[config.mk]
export PLATFORM = sky130hd
export DESIGN_NAME = ram_stream_port_flat
export DESIGN_NICKNAME = d
export VERILOG_FILES = /design/src/rtl/ram_stream_port_pkg.sv /design/src/rtl/ram_stream_port_if.sv /design/src/rtl/ram_stream_port_addr_gen.sv /design/src/rtl/ram_stream_port.sv /design/src/flat_wrapper.sv
export SDC_FILE = /design/constraint.sdc
export NUM_CORES = 1
export LEC_CHECK = 0
export BUFFER_PORTS_ARGS = -buffer_cell sky130_fd_sc_hd__buf_2
export CAP_MARGIN = 10
export CORE_MARGIN = 2
export CORE_UTILIZATION = 45
export DETAILED_ROUTE_END_ITERATION = 6
export PLACE_DENSITY = 0.88
export SYNTH_ARGS = -nofsm -noshare
export SYNTH_HDL_FRONTEND = slang
export SYNTH_SLANG_ARGS = --single-unit
[constraint.sdc]
create_clock -name clk -period 3.6 [get_ports clk]
set_input_delay 0.72 -clock clk [delete_from_list [all_inputs] [get_ports clk]]
set_output_delay 0.72 -clock clk [all_outputs]
set_load 0.02 [all_outputs]
[src/rtl/ram_stream_port_pkg.sv]
// Shared types for the RAM stream port: controller states and command opcodes.
// Pure declarations; no logic, no latency.
package ram_port_pkg;

  typedef enum logic [1:0] {
    IDLE  = 2'd0,
    FILL  = 2'd1,
    DRAIN = 2'd2,
    DONE  = 2'd3
  } state_t;

  localparam logic CMD_DRAIN = 1'b0;
  localparam logic CMD_FILL  = 1'b1;

endpackage

[src/rtl/ram_stream_port_if.sv]
// Command, fill/drain stream and RAM pin bundle of the RAM stream port.
// slave = controller view, master = datapath/RAM view.
interface ram_stream_port_if #(
  parameter int ADDR_WIDTH = 6,
  parameter int DATA_WIDTH = 16
);
  logic                  cmd_valid;
  logic                  cmd_ready;
  logic                  cmd_write;
  logic [ADDR_WIDTH-1:0] cmd_base;
  logic [ADDR_WIDTH:0]   cmd_len;
  logic                  s_valid;
  logic                  s_ready;
  logic [DATA_WIDTH-1:0] s_data;
  logic                  m_valid;
  logic                  m_ready;
  logic [DATA_WIDTH-1:0] m_data;
  logic                  m_last;
  logic                  done;
  logic                  ram_we;
  logic [ADDR_WIDTH-1:0] ram_a;
  logic [DATA_WIDTH-1:0] ram_di;
  logic [DATA_WIDTH-1:0] ram_do;

  modport slave (
    input  cmd_valid, cmd_write, cmd_base, cmd_len, s_valid, s_data, m_ready, ram_do,
    output cmd_ready, s_ready, m_valid, m_data, m_last, done, ram_we, ram_a, ram_di
  );

  modport master (
    output cmd_valid, cmd_write, cmd_base, cmd_len, s_valid, s_data, m_ready, ram_do,
    input  cmd_ready, s_ready, m_valid, m_data, m_last, done, ram_we, ram_a, ram_di
  );

endinterface

[src/rtl/ram_stream_port_addr_gen.sv]
// Address generator: latched base plus offset counter, wrapped to RAM depth.
// Address is combinational from registered state; is_last flags offset == len-1.
module ram_addr_gen #(
  parameter int ADDR_WIDTH = 6
) (
  input  logic                  clk,
  input  logic                  rst_n,
  input  logic                  load,
  input  logic                  inc,
  input  logic [ADDR_WIDTH-1:0] base_in,
  input  logic [ADDR_WIDTH:0]   len_in,
  output logic [ADDR_WIDTH-1:0] addr,
  output logic                  is_last
);

  localparam logic [ADDR_WIDTH:0] ONE = (ADDR_WIDTH+1)'(1);

  logic [ADDR_WIDTH-1:0] base_q;
  logic [ADDR_WIDTH:0]   len_q;
  logic [ADDR_WIDTH:0]   offset_q;

  always_ff @(posedge clk or negedge rst_n) begin
    if (!rst_n) begin
      base_q   <= '0;
      len_q    <= '0;
      offset_q <= '0;
    end else if (load) begin
      base_q   <= base_in;
      len_q    <= len_in;
      offset_q <= '0;
    end else if (inc) begin
      offset_q <= offset_q + ONE;
    end
  end

  // Offset is one bit wider than the address so a full-depth run can count to 2**ADDR_WIDTH.
  assign addr    = base_q + offset_q[ADDR_WIDTH-1:0];
  assign is_last = (offset_q == (len_q - ONE));

endmodule

[src/rtl/ram_stream_port.sv]
// Single-command fill/drain controller for the single-port coefficient/sample RAM.
// Fill writes 1 word/cycle as s_valid arrives; drain has one output register stage.
module ram_stream_port
  import ram_port_pkg::*;
#(
  parameter int ADDR_WIDTH = 6,
  parameter int DATA_WIDTH = 16
) (
  input  logic             clk,
  input  logic             rst_n,
  ram_stream_port_if.slave bus
);

  state_t state_q, state_d;

  logic                  accept;
  logic                  fill_beat;
  logic                  handshake;
  logic                  drain_load;
  logic                  is_last;
  logic [ADDR_WIDTH-1:0] addr;

  logic                  fetch_q;
  logic                  m_valid_q;
  logic                  m_last_q;
  logic [DATA_WIDTH-1:0] m_data_q;

  logic cmd_ready_c;
  logic s_ready_c;
  logic done_c;

  assign accept     = (state_q == IDLE) && bus.cmd_valid;
  assign fill_beat  = (state_q == FILL) && bus.s_valid;
  assign handshake  = m_valid_q && bus.m_ready;
  // Refill the output register whenever it is empty or being emptied this cycle.
  assign drain_load = (state_q == DRAIN) && fetch_q && (!m_valid_q || handshake);

  ram_addr_gen #(
    .ADDR_WIDTH(ADDR_WIDTH)
  ) u_addr_gen (
    .clk     (clk),
    .rst_n   (rst_n),
    .load    (accept),
    .inc     (fill_beat || drain_load),
    .base_in (bus.cmd_base),
    .len_in  (bus.cmd_len),
    .addr    (addr),
    .is_last (is_last)
  );

  always_ff @(posedge clk or negedge rst_n) begin
    if (!rst_n) begin
      state_q <= IDLE;
    end else begin
      state_q <= state_d;
    end
  end

  always_comb begin
    state_d     = state_q;
    cmd_ready_c = 1'b0;
    s_ready_c   = 1'b0;
    done_c      = 1'b0;
    case (state_q)
      IDLE: begin
        cmd_ready_c = 1'b1;
        if (bus.cmd_valid) begin
          if (bus.cmd_len == '0) begin
            state_d = DONE;
          end else if (bus.cmd_write == CMD_FILL) begin
            state_d = FILL;
          end else begin
            state_d = DRAIN;
          end
        end
      end
      FILL: begin
        s_ready_c = 1'b1;
        if (fill_beat && is_last) begin
          state_d = DONE;
        end
      end
      DRAIN: begin
        if (handshake && m_last_q) begin
          state_d = DONE;
        end
      end
      DONE: begin
        done_c  = 1'b1;
        state_d = IDLE;
      end
      default: state_d = IDLE;
    endcase
  end

  always_ff @(posedge clk or negedge rst_n) begin
    if (!rst_n) begin
      fetch_q   <= 1'b0;
      m_valid_q <= 1'b0;
      m_last_q  <= 1'b0;
      m_data_q  <= '0;
    end else begin
      if (accept) begin
        fetch_q <= 1'b1;
      end else if (drain_load && is_last) begin
        fetch_q <= 1'b0;
      end

      if (drain_load) begin
        m_valid_q <= 1'b1;
        m_data_q  <= bus.ram_do;
        m_last_q  <= is_last;
      end else if (handshake) begin
        m_valid_q <= 1'b0;
      end
    end
  end

  assign bus.cmd_ready = cmd_ready_c;
  assign bus.s_ready   = s_ready_c;
  assign bus.done      = done_c;
  assign bus.ram_we    = fill_beat;
  assign bus.ram_a     = addr;
  assign bus.ram_di    = bus.s_data;
  assign bus.m_valid   = m_valid_q;
  assign bus.m_data    = m_data_q;
  assign bus.m_last    = m_last_q && m_valid_q;

endmodule

[src/flat_wrapper.sv]
// flat-port wrapper written by rule: the top's interface ports become plain ports
module ram_stream_port_flat import ram_port_pkg::*;
#(
  parameter int ADDR_WIDTH = 6,
  parameter int DATA_WIDTH = 16
)
  (clk, rst_n, bus_cmd_valid, bus_cmd_write, bus_cmd_base, bus_cmd_len, bus_s_valid, bus_s_data, bus_m_ready, bus_ram_do, bus_cmd_ready, bus_s_ready, bus_m_valid, bus_m_data, bus_m_last, bus_done, bus_ram_we, bus_ram_a, bus_ram_di);
  ram_stream_port_if #(.ADDR_WIDTH(ADDR_WIDTH), .DATA_WIDTH(DATA_WIDTH)) bus_i ();
  input  logic clk;
  input  logic rst_n;
  input wire logic [$bits(bus_i.cmd_valid)-1:0] bus_cmd_valid;
  input wire logic [$bits(bus_i.cmd_write)-1:0] bus_cmd_write;
  input wire logic [$bits(bus_i.cmd_base)-1:0] bus_cmd_base;
  input wire logic [$bits(bus_i.cmd_len)-1:0] bus_cmd_len;
  input wire logic [$bits(bus_i.s_valid)-1:0] bus_s_valid;
  input wire logic [$bits(bus_i.s_data)-1:0] bus_s_data;
  input wire logic [$bits(bus_i.m_ready)-1:0] bus_m_ready;
  input wire logic [$bits(bus_i.ram_do)-1:0] bus_ram_do;
  output wire logic [$bits(bus_i.cmd_ready)-1:0] bus_cmd_ready;
  output wire logic [$bits(bus_i.s_ready)-1:0] bus_s_ready;
  output wire logic [$bits(bus_i.m_valid)-1:0] bus_m_valid;
  output wire logic [$bits(bus_i.m_data)-1:0] bus_m_data;
  output wire logic [$bits(bus_i.m_last)-1:0] bus_m_last;
  output wire logic [$bits(bus_i.done)-1:0] bus_done;
  output wire logic [$bits(bus_i.ram_we)-1:0] bus_ram_we;
  output wire logic [$bits(bus_i.ram_a)-1:0] bus_ram_a;
  output wire logic [$bits(bus_i.ram_di)-1:0] bus_ram_di;
  assign bus_i.cmd_valid = bus_cmd_valid;
  assign bus_i.cmd_write = bus_cmd_write;
  assign bus_i.cmd_base = bus_cmd_base;
  assign bus_i.cmd_len = bus_cmd_len;
  assign bus_i.s_valid = bus_s_valid;
  assign bus_i.s_data = bus_s_data;
  assign bus_i.m_ready = bus_m_ready;
  assign bus_i.ram_do = bus_ram_do;
  assign bus_cmd_ready = bus_i.cmd_ready;
  assign bus_s_ready = bus_i.s_ready;
  assign bus_m_valid = bus_i.m_valid;
  assign bus_m_data = bus_i.m_data;
  assign bus_m_last = bus_i.m_last;
  assign bus_done = bus_i.done;
  assign bus_ram_we = bus_i.ram_we;
  assign bus_ram_a = bus_i.ram_a;
  assign bus_ram_di = bus_i.ram_di;
  ram_stream_port #(.ADDR_WIDTH(ADDR_WIDTH), .DATA_WIDTH(DATA_WIDTH)) u_core (.clk(clk), .rst_n(rst_n), .bus(bus_i));
endmodule
==> key figures, run 1 <==
Status
  – Status: finished, final reports clean

Power
  – Overall power: 2440 µW
  – Seq pwr share: 0.338
  – Leak: 0.00134 µW
  – Internal: 1400 µW
  – Sw Share: 0.426
  – Clock share of power: 0.148
  – Worst VDD drop: 0.000490 V
  – P per Cell Area: 940 nW/µm²
  – Net switching power figure: 1040 µW
  – Gate power share: 0.514

Die
  – Core region area: 4750 µm²
  – Vert. Die Dim: 74.4 µm
  – Die Wd: 74.4 µm
  – I/O pin count: 95
  – Rows: 25
  – Full die area: 5530 µm²
  – Initial core utilization: 0.469

Cells and area
  – Final net count: 331
  – Share of post-route cells with drive strength above 1: 0.310
  – Area occupied by multi-input gates: 1020 µm²
  – Filler cells: 444
  – Area Growth Syn to Fin: 16.6%
  – FF/Latch Area: 1030 µm²
  – ANT cells: 0

Synthesis
  – Async SR Flop Fraction: 1.00
  – Area contributors post-synth: dfrtp_1, nand2_1, ha_1
  – Synth area leader: dfrtp_1
  – Seq cells post-synth: 41
  – Most instantiated cells after synthesis: dfrtp_1, nand2_1, buf_4
  – Number of synthesized flops with an enable pin: 0
  – Mapped Nets: 281
  – Synth unique cells: 36
  – Synthesized cell area: 2230 µm²
  – Post-Syn Area per Cell: 10.2 µm²
  – Synth warn: 0
  – Seq/Total Area, Yosys: 0.460
  – Top-area cell type share of the netlist area: 0.460
  – Post-synthesis cell count: 218
  – Most common flop cell mapped by yosys: dfrtp_1

Setup path
  – CP arrival: 1.97 ns
  – CP endpoint kind: output pin
  – Critical path class: reg2out
  – Worst Path Required: 2.88 ns
  – Crit Path Max Fanout: 5
  – CP Launch Type: flop

Global routing
  – First-pass GRT wire length: 7.16 mm
  – Pin count of the biggest net entering global routing: 42
  – Initial antenna violation count: 0
  – Gr ovfl total: 0
  – Gr usage total: 0.171
  – Vias in the first global route: 1573

Drt
  – Wire length on met1: 1.91 mm
  – Length of routed met2 wiring: 2.17 mm
  – WL met3: 237 µm
  – Final WL: 4.36 mm
  – DRT iter0 DRCs: 107
  – Average wire per standard cell: 13.0 µm
  – Vias per cell: 4.81
  – DR vias: 1612
  – TritonRoute pass-1 iters: 4
  – Top Layer Used: met4
  – DRC: 0
  – ANT nets after route: 0

STA
  – Hold WS: 0.485 ns
  – RSZ-0062 raised after global routing: no
  – Final Critical Period: 2.69 ns
  – Final worst-path cycle share: 0.748
  – TNS Setup: 0 ns
  – Final-report max-slew violation count: 0
  – Final setup vio count: 0
  – Slew headroom: 0.404
  – Worst Skew: 0.0163 ns
  – Max Clk Rate: 371 MHz
  – Least-Margin Pin Slew: 0.894 ns
  – Hold violation count in the final report: 0

Clocking
  – Cts hold-fix bufs: 0
  – Sinks on Clock Net: 41
  – Worst-skew pair later-pin latency: 0.30 ns
  – Num CTS Buffers: 5
  – Post-CTS Setup Bufs: 0
  – Max clock buf depth: 2
  – Root buf cell: clkbuf_8
  – CTS tree: done
  – Worst-path clk slew: 0.09 ns
  – Post_cts resized: 0
  – Htree depth: 2

Place
  – Port bufs: 62
  – Dpl hpwl: 3.26 mm
  – RePlAce Congestion: 0.784

Flow run
  – Max cap viols: 0

Min path
  – HP Class: reg2reg
[kinds of logic (layout without fill, tap and decap cells)]
family,after synthesis,in the layout,share of synthesized area
AND/OR/NAND/NOR,73,73,0.154
XOR/XNOR,20,20,0.0786
adder cells (fa/ha/maj),12,12,0.0707
buffers and inverters,31,81,0.0797
multiplexers,19,19,0.0966
flip-flops,41,41,0.460
AO/OA/AOI/OAI,22,22,0.0601
[power groups by stage]
stage	Clock, µW	Sequential (µW)	Combinational [µW]
after floorplan	0	927	842
after global placement	0	816	1240
after detailed placement	0	832	1270
after CTS	364	825	1280
after global routing	385	851	1400
final	361	825	1260
[per-stage QoR]
stage / cell area [µm²] / std cells / utilization / setup WS, ns
floorplan: 2230 / 218 / - / 1.26
global placement: 2490 / 328 / 0.524 / 1.24
detailed placement: 2490 / 328 / 0.524 / 1.21
CTS: 2600 / 335 / 0.546 / 0.888
global route: 2600 / 335 / 0.546 / 0.751
finish: 2600 / 335 / 0.546 / 0.907
[registers in the layout, summed over array words and instances (netlist names)]
register	flops
u_core.bus.m_data	16
u_core.fetch_q	1
u_core.u_addr_gen.len_q	7
u_core.state_q	2
u_core.bus.m_valid	1
u_core.u_addr_gen.offset_q	7
u_core.m_last_q	1
u_core.u_addr_gen.base_q	6
[worst max-delay path, cell delays in order (launching register included)]
cell      delay [ns]
dfrtp_1         0.44
ha_1            0.29
a21o_1          0.17
a21oi_1         0.22
o21bai_1        0.09
a21oi_1         0.17
xnor2_1         0.13
buf_2           0.18
[routing by layer]
metal / vias up / GRT usage
met4: 0 / 0.0595
met5: - / 0
met2: 35 / 0.269
li1: 795 / -
met3: 6 / 0.0542
met1: 776 / 0.224
[path summary, 6_finish.rpt]
kind	startpoint	end	slack [ns]	cells after the start
setup reg to reg	u_core.u_addr_gen.len_q[0]$_DFFE_PN0P_	u_core.state_q[1]$_DFFE_PN0P_	1.57	8
setup / recovery	u_core.u_addr_gen.offset_q[1]$_DFFE_PN0P_	bus_ram_a[5]	0.91	7
max in group asynchronous	rst_n	u_core.u_addr_gen.len_q[1]$_DFFE_PN0P_	2.48	1
hold / removal	u_core.bus.m_data[9]$_DFFE_PN0P_	u_core.bus.m_data[9]$_DFFE_PN0P_	0.48	1
min in group asynchronous	rst_n	u_core.bus.m_data[10]$_DFFE_PN0P_	0.53	1
hold reg to reg	u_core.bus.m_data[9]$_DFFE_PN0P_	u_core.bus.m_data[9]$_DFFE_PN0P_	0.48	1
[area by class of cell]
class / count / share of cell area
clock buffer: 5 / 0.0265
inverter: 11 / 0.0159
tap: 67 / 0.0323
timing repair buffer: 63 / 0.122
clock inverter: 2 / 0.0135
multi-input combinational: 146 / 0.395
sequential: 41 / 0.395
[layout by cell type (no fill, tap or decap), drive strengths merged, types with 3 or more instances in the layout]
cell and count:
o21ai 6, a21o 3, mux2 17, nand3 5, clkbuf 5, and2 3, dfrtp 41, xor2 9
a21oi 7, nand2 41, nor2 12, inv 11, ha 11, xnor2 11, buf 63
Power figures use the tool's default switching activity.
==> run 2, diff against run 1 <==
--- a/config.mk
+++ b/config.mk
@@ -8,7 +8,7 @@
 export BUFFER_PORTS_ARGS = -buffer_cell sky130_fd_sc_hd__buf_2
 export CAP_MARGIN = 10
 export CORE_MARGIN = 2
-export CORE_UTILIZATION = 45
+export CORE_UTILIZATION = 43
 export DETAILED_ROUTE_END_ITERATION = 6
 export PLACE_DENSITY = 0.88
 export SYNTH_ARGS = -nofsm -noshare
==> constraint.sdc (replaced) <==
create_clock -name clk -period 2.3 [get_ports clk]
set_input_delay 0.46 -clock clk [delete_from_list [all_inputs] [get_ports clk]]
set_output_delay 0.46 -clock clk [all_outputs]
set_load 0.02 [all_outputs]
==> key figures, run 2 (same netlist as run 1, synthesis figures left out) <==
Status
  – Status: finished, final reports clean

Global routing
  – Vias in the first global route: 1712
  – Gr usage total: 0.163
  – Pin count of the biggest net entering global routing: 42
  – First-pass GRT wire length: 7.66 mm
  – Initial antenna violation count: 0
  – Gr ovfl total: 0

Power
  – Clock share of power: 0.131
  – Net switching power figure: 1650 µW
  – Leak: 0.00137 µW
  – Worst VDD drop: 0.000558 V
  – Internal: 2230 µW
  – Sw Share: 0.425
  – Seq pwr share: 0.329
  – Gate power share: 0.541
  – P per Cell Area: 1450 nW/µm²

STA
  – Worst Skew: 0.00482 ns
  – Final Critical Period: 2.30 ns
  – Final worst slack: 0.00435 ns
  – Least-Margin Pin Slew: 0.906 ns
  – Final setup vio count: 0
  – Final worst-path cycle share: 0.998
  – Final-report max-slew violation count: 0
  – RSZ-0062 raised after global routing: yes
  – Max Clk Rate: 436 MHz
  – Hold violation count in the final report: 0
  – Slew headroom: 0.396

Cells and area
  – Final core utilization: 0.530
  – Final net count: 337
  – Filler cells: 433
  – Area occupied by multi-input gates: 1050 µm²
  – ANT cells: 0
  – Final Instance Area: 2670 µm²
  – Largest register FFs: 16
  – Most frequent cells in the layout: buf_2, nand2_1, dfrtp_1, xnor2_1, nor2_1
  – Share of post-route cells with drive strength above 1: 0.360
  – Commonest non-fill, non-tap cell in the layout: buf_2
  – Area Growth Syn to Fin: 20.0%
  – FF/Latch Area: 1030 µm²

Setup path
  – Critical path class: reg2out
  – CP Launch Type: flop
  – Crit Path Max Fanout: 2
  – Worst Path Required: 1.84 ns
  – Cell Chain, Critical Path: ha_1, a21o_1, a21oi_2, o21bai_1, a21oi_1, xnor2_1, buf_4
  – CP arrival: 1.84 ns
  – Largest stage delay, worst path: 0.39 ns
  – Crit path max-delay family: compound AO/OA/AOI/OAI gates
  – Worst path slowest cell: dfrtp_1
  – Worst path buffer plus inverter count: 1
  – CP endpoint kind: output pin

Clocking
  – Worst-skew pair later-pin latency: 0.29 ns
  – Num CTS Buffers: 5
  – CTS tree: done
  – Cts hold-fix bufs: 0
  – Max clock buf depth: 2
  – Worst-path clk slew: 0.08 ns
  – Htree depth: 2
  – Root buf cell: clkbuf_8
  – Sinks on Clock Net: 41

Drt
  – DRC: 0
  – DR vias: 1674
  – TritonRoute pass-1 iters: 5
  – Final WL: 4.40 mm
  – DRT iter0 DRCs: 51
  – Average wire per standard cell: 12.8 µm
  – ANT nets after route: 0
  – Vias per cell: 4.85

Place
  – Dpl hpwl: 3.30 mm
  – Placed Area: 2500 µm²
  – Port bufs: 62
  – RePlAce Congestion: 0.865
  – Worst slack, placed: 0.170 ns

Die
  – I/O pin count: 95
  – Initial core utilization: 0.442
  – Vert. Die Dim: 76.0 µm
  – Core region area: 5040 µm²
  – Full die area: 5770 µm²
  – Rows: 26
  – Die Wd: 76.0 µm

Flow run
  – Max cap viols: 0

Min path
  – HP Class: in2async
==> run 2: changes by cell type in the layout (fill, tap and decap cells not counted), sizes merged <==
cell,before,now
buf,63,69
clkbuf,5,7
bufinv,1,0
==> run 2: final timing paths <==
path	slack, ns	to	depth (start not counted)	startpoint
max	0.004	bus_ram_a[5]	7	u_core.u_addr_gen.base_q[1]$_DFFE_PN0P_
min	0.30	u_core.bus.m_data[10]$_DFFE_PN0P_	1	rst_n
max reg2reg	0.29	u_core.state_q[1]$_DFFE_PN0P_	8	u_core.u_addr_gen.len_q[0]$_DFFE_PN0P_
min reg2reg	0.48	u_core.bus.m_data[13]$_DFFE_PN0P_	1	u_core.bus.m_data[13]$_DFFE_PN0P_
max in group asynchronous	1.37	u_core.u_addr_gen.offset_q[0]$_DFFE_PN0P_	1	rst_n
min in group clk	0.36	u_core.u_addr_gen.base_q[3]$_DFFE_PN0P_	3	bus_cmd_base[3]
==> run 2: timing repair <==
action,CTS,global route
resized for setup,9,3
pin swaps,6,3
buffers inserted,5,0
endpoints found under the setup margin,2,2
cloned,0,0
==> run 2: power groups by stage <==
stage,clock (µW),combinational (µW),sequential (µW)
after global placement,0,1940,1270
after floorplan,0,1320,1450
final,506,2100,1270
after detailed placement,0,2000,1300
after CTS,525,2100,1260
after global routing,566,2310,1320
==> run 2: per-stage QoR <==
step / total power, µW / std cells / setup TNS [ns] / hold WS [ns]
2_1_floorplan: 2770 / 218 / 0 / 0.164
3_3_place_gp: 3210 / 332 / 0 / 0.461
3_5_place_dp: 3300 / 332 / 0 / 0.466
4_1_cts: 3890 / 345 / -0.00252 / 0.331
5_1_grt: 4200 / 345 / -0.130 / 0.363
6_report: 3870 / 345 / 0 / 0.301
==> run 2: final cells by class <==
cell class | count | area share
multi-input cells | 146 | 0.392
clock buffers | 7 | 0.0360
clock inverters | 1 | 0.00187
repair buffers | 69 | 0.138
flip-flops and latches | 41 | 0.385
well taps | 70 | 0.0328
inverters | 11 | 0.0154
==> run 2: routing by layer <==
metal,track usage,part of all wire
met5,0,0
met4,0.0636,0.017
met3,0.0545,0.073
met2,0.276,0.49
met1,0.193,0.42
==> run 2: worst register-to-register path: cells and delay by family, from the launching register on <==
kind | cells | cell delay, ns
AO/OA/AOI/OAI | 3 | 0.53
flip-flops | 1 | 0.44
multiplexers | 1 | 0.33
adder cells (fa/ha/maj) | 1 | 0.25
XOR/XNOR | 1 | 0.18
buffers and inverters | 1 | 0.10
AND/OR/NAND/NOR | 1 | 0.06
==> run 3, diff against run 2 <==
--- a/config.mk
+++ b/config.mk
@@ -10,7 +10,8 @@
 export CORE_MARGIN = 2
 export CORE_UTILIZATION = 43
 export DETAILED_ROUTE_END_ITERATION = 6
-export PLACE_DENSITY = 0.88
+export PLACE_DENSITY = 0.87
+export RECOVER_POWER = 100
 export SYNTH_ARGS = -nofsm -noshare
 export SYNTH_HDL_FRONTEND = slang
 export SYNTH_SLANG_ARGS = --single-unit
==> key figures, run 3 (same netlist as run 1, synthesis figures left out) <==
Drt
  – ANT nets after route: 0
  – Vias per cell: 4.86
  – Average wire per standard cell: 13.1 µm
  – DR vias: 1692
  – TritonRoute pass-1 iters: 4
  – DRT iter0 DRCs: 39
  – DRC: 0
  – Final WL: 4.55 mm

Global routing
  – Gr usage total: 0.161
  – Pin count of the biggest net entering global routing: 29
  – Gr ovfl total: 0
  – First-pass GRT wire length: 7.52 mm
  – Initial antenna violation count: 0
  – Vias in the first global route: 1712

Cells and area
  – Final Instance Area: 2630 µm²
  – Most frequent cells in the layout: nand2_1, dfrtp_1, buf_2, clkbuf_1
  – Area Growth Syn to Fin: 18.0%
  – Final net count: 340
  – Filler cells: 451
  – Largest register FFs: 16
  – Share of post-route cells with drive strength above 1: 0.263
  – ANT cells: 0
  – Commonest non-fill, non-tap cell in the layout: nand2_1

STA
  – Final-report max-slew violation count: 0
  – Worst Skew: 0.00564 ns
  – TNS Setup: -0.0387 ns
  – Least-Margin Pin Slew: 1.47 ns
  – Final worst-path cycle share: 1.02
  – Final worst slack: -0.0387 ns
  – Final setup vio count: 1
  – RSZ-0062 raised after global routing: yes
  – Slew headroom: 0.0182
  – Hold WS: 0.350 ns
  – Max Clk Rate: 428 MHz
  – Final Critical Period: 2.34 ns
  – Hold violation count in the final report: 0

Die
  – Vert. Die Dim: 76.0 µm
  – Initial core utilization: 0.442
  – Rows: 26
  – Die Wd: 76.0 µm
  – I/O pin count: 95
  – Core region area: 5040 µm²
  – Full die area: 5770 µm²

Power
  – P per Cell Area: 1440 nW/µm²
  – Overall power: 3780 µW
  – Worst VDD drop: 0.000646 V
  – Leak: 0.00129 µW

Setup path
  – Critical path class: reg2out
  – CP arrival: 1.88 ns
  – CP Launch Type: flop
  – Crit Path Max Fanout: 2
  – Worst Path Required: 1.84 ns
  – CP endpoint kind: output pin
  – Reg2reg setup slack: 0.25 ns

Clocking
  – Root buf cell: clkbuf_8
  – Htree depth: 2
  – Worst-path clk slew: 0.08 ns
  – Num CTS Buffers: 5
  – CTS tree: done
  – Sinks on Clock Net: 41
  – Worst-skew pair later-pin latency: 0.29 ns
  – Cts hold-fix bufs: 0
  – Max clock buf depth: 2

Place
  – Port bufs: 62
  – Worst slack, placed: 0.172 ns
  – Dpl hpwl: 3.30 mm
  – RePlAce Congestion: 0.818
  – Placed Area: 2520 µm²

Flow run
  – Max cap viols: 0

Status
  – Failing checks: negative setup slack
  – Status: complete, but fails checks

Min path
  – HP Class: in2reg
[run 3: cell count changes in the layout (fill, tap and decap cells not counted), sizes merged]
| cell | before | now |
|---|---|---|
| clkbuf | 7 | 36 |
| buf | 69 | 41 |
| clkinv | 1 | 2 |
| clkinvlp | 0 | 1 |
[run 3: worst max-delay path: stages (launching register included)]
cell and delay, ns:
dfrtp_1 0.40, ha_1 0.30, a21o_1 0.17, a21oi_2 0.16, o21bai_1 0.12, a21oi_2 0.16, xnor2_1 0.13, buf_4 0.16
[run 3: final timing paths]
kind,start,endpoint,cells past startpoint
max reg2reg,u_core.state_q[0]$_DFFE_PN0P_,u_core.u_addr_gen.base_q[1]$_DFFE_PN0P_,5
max in group asynchronous,rst_n,u_core.state_q[1]$_DFFE_PN0P_,2
min,bus_cmd_base[0],u_core.u_addr_gen.base_q[0]$_DFFE_PN0P_,3
min in group asynchronous,rst_n,u_core.bus.m_data[14]$_DFFE_PN0P_,1
max,u_core.u_addr_gen.offset_q[1]$_DFFE_PN0P_,bus_ram_a[5],7
min reg2reg,u_core.u_addr_gen.base_q[4]$_DFFE_PN0P_,u_core.u_addr_gen.base_q[4]$_DFFE_PN0P_,2
[run 3: repair_timing]
action                                 CTS  global route
setup buffers                            3             3
endpoints found under the hold margin    0             0
pin swaps                                2            11
gates cloned                             0             0
resized for setup                        6             4
setup endpoints to repair                2             2
[run 3: through the flow]
| step | utilization | cells |
|---|---|---|
| finish | 0.521 | 348 |
| global route | 0.521 | 348 |
| CTS | 0.525 | 345 |
| detailed placement | 0.500 | 334 |
| global placement | 0.500 | 334 |
| floorplan | - | 218 |
[run 3: cell type report]
cell class              instances  area [µm²]  area share
clock buffers                   5        68.8      0.0262
clock inverters                 3        17.5     0.00666
inverters                      11        41.3      0.0157
multi-input cells             146        1040       0.396
flip-flops and latches         41        1030       0.391
well taps                      70        87.6      0.0333
repair buffers                 72         345       0.131
[run 3: where the power goes]
part	leakage, µW	total [µW]	switching [µW]	internal [µW]
Clock	0.0000439	461	252	209
Combinational	0.000743	2040	1190	845
Sequential	0.000501	1280	234	1040
Total	0.00129	3780	1680	2100
[run 3: routing by layer]
layer | vias to the layer above | global-route usage | share of wire
li1 | 819 | - | -
met1 | 802 | 0.192 | 0.42
met2 | 62 | 0.281 | 0.51
met3 | 9 | 0.0391 | 0.059
met4 | 0 | 0.0618 | 0.018
met5 | - | 0 | 0
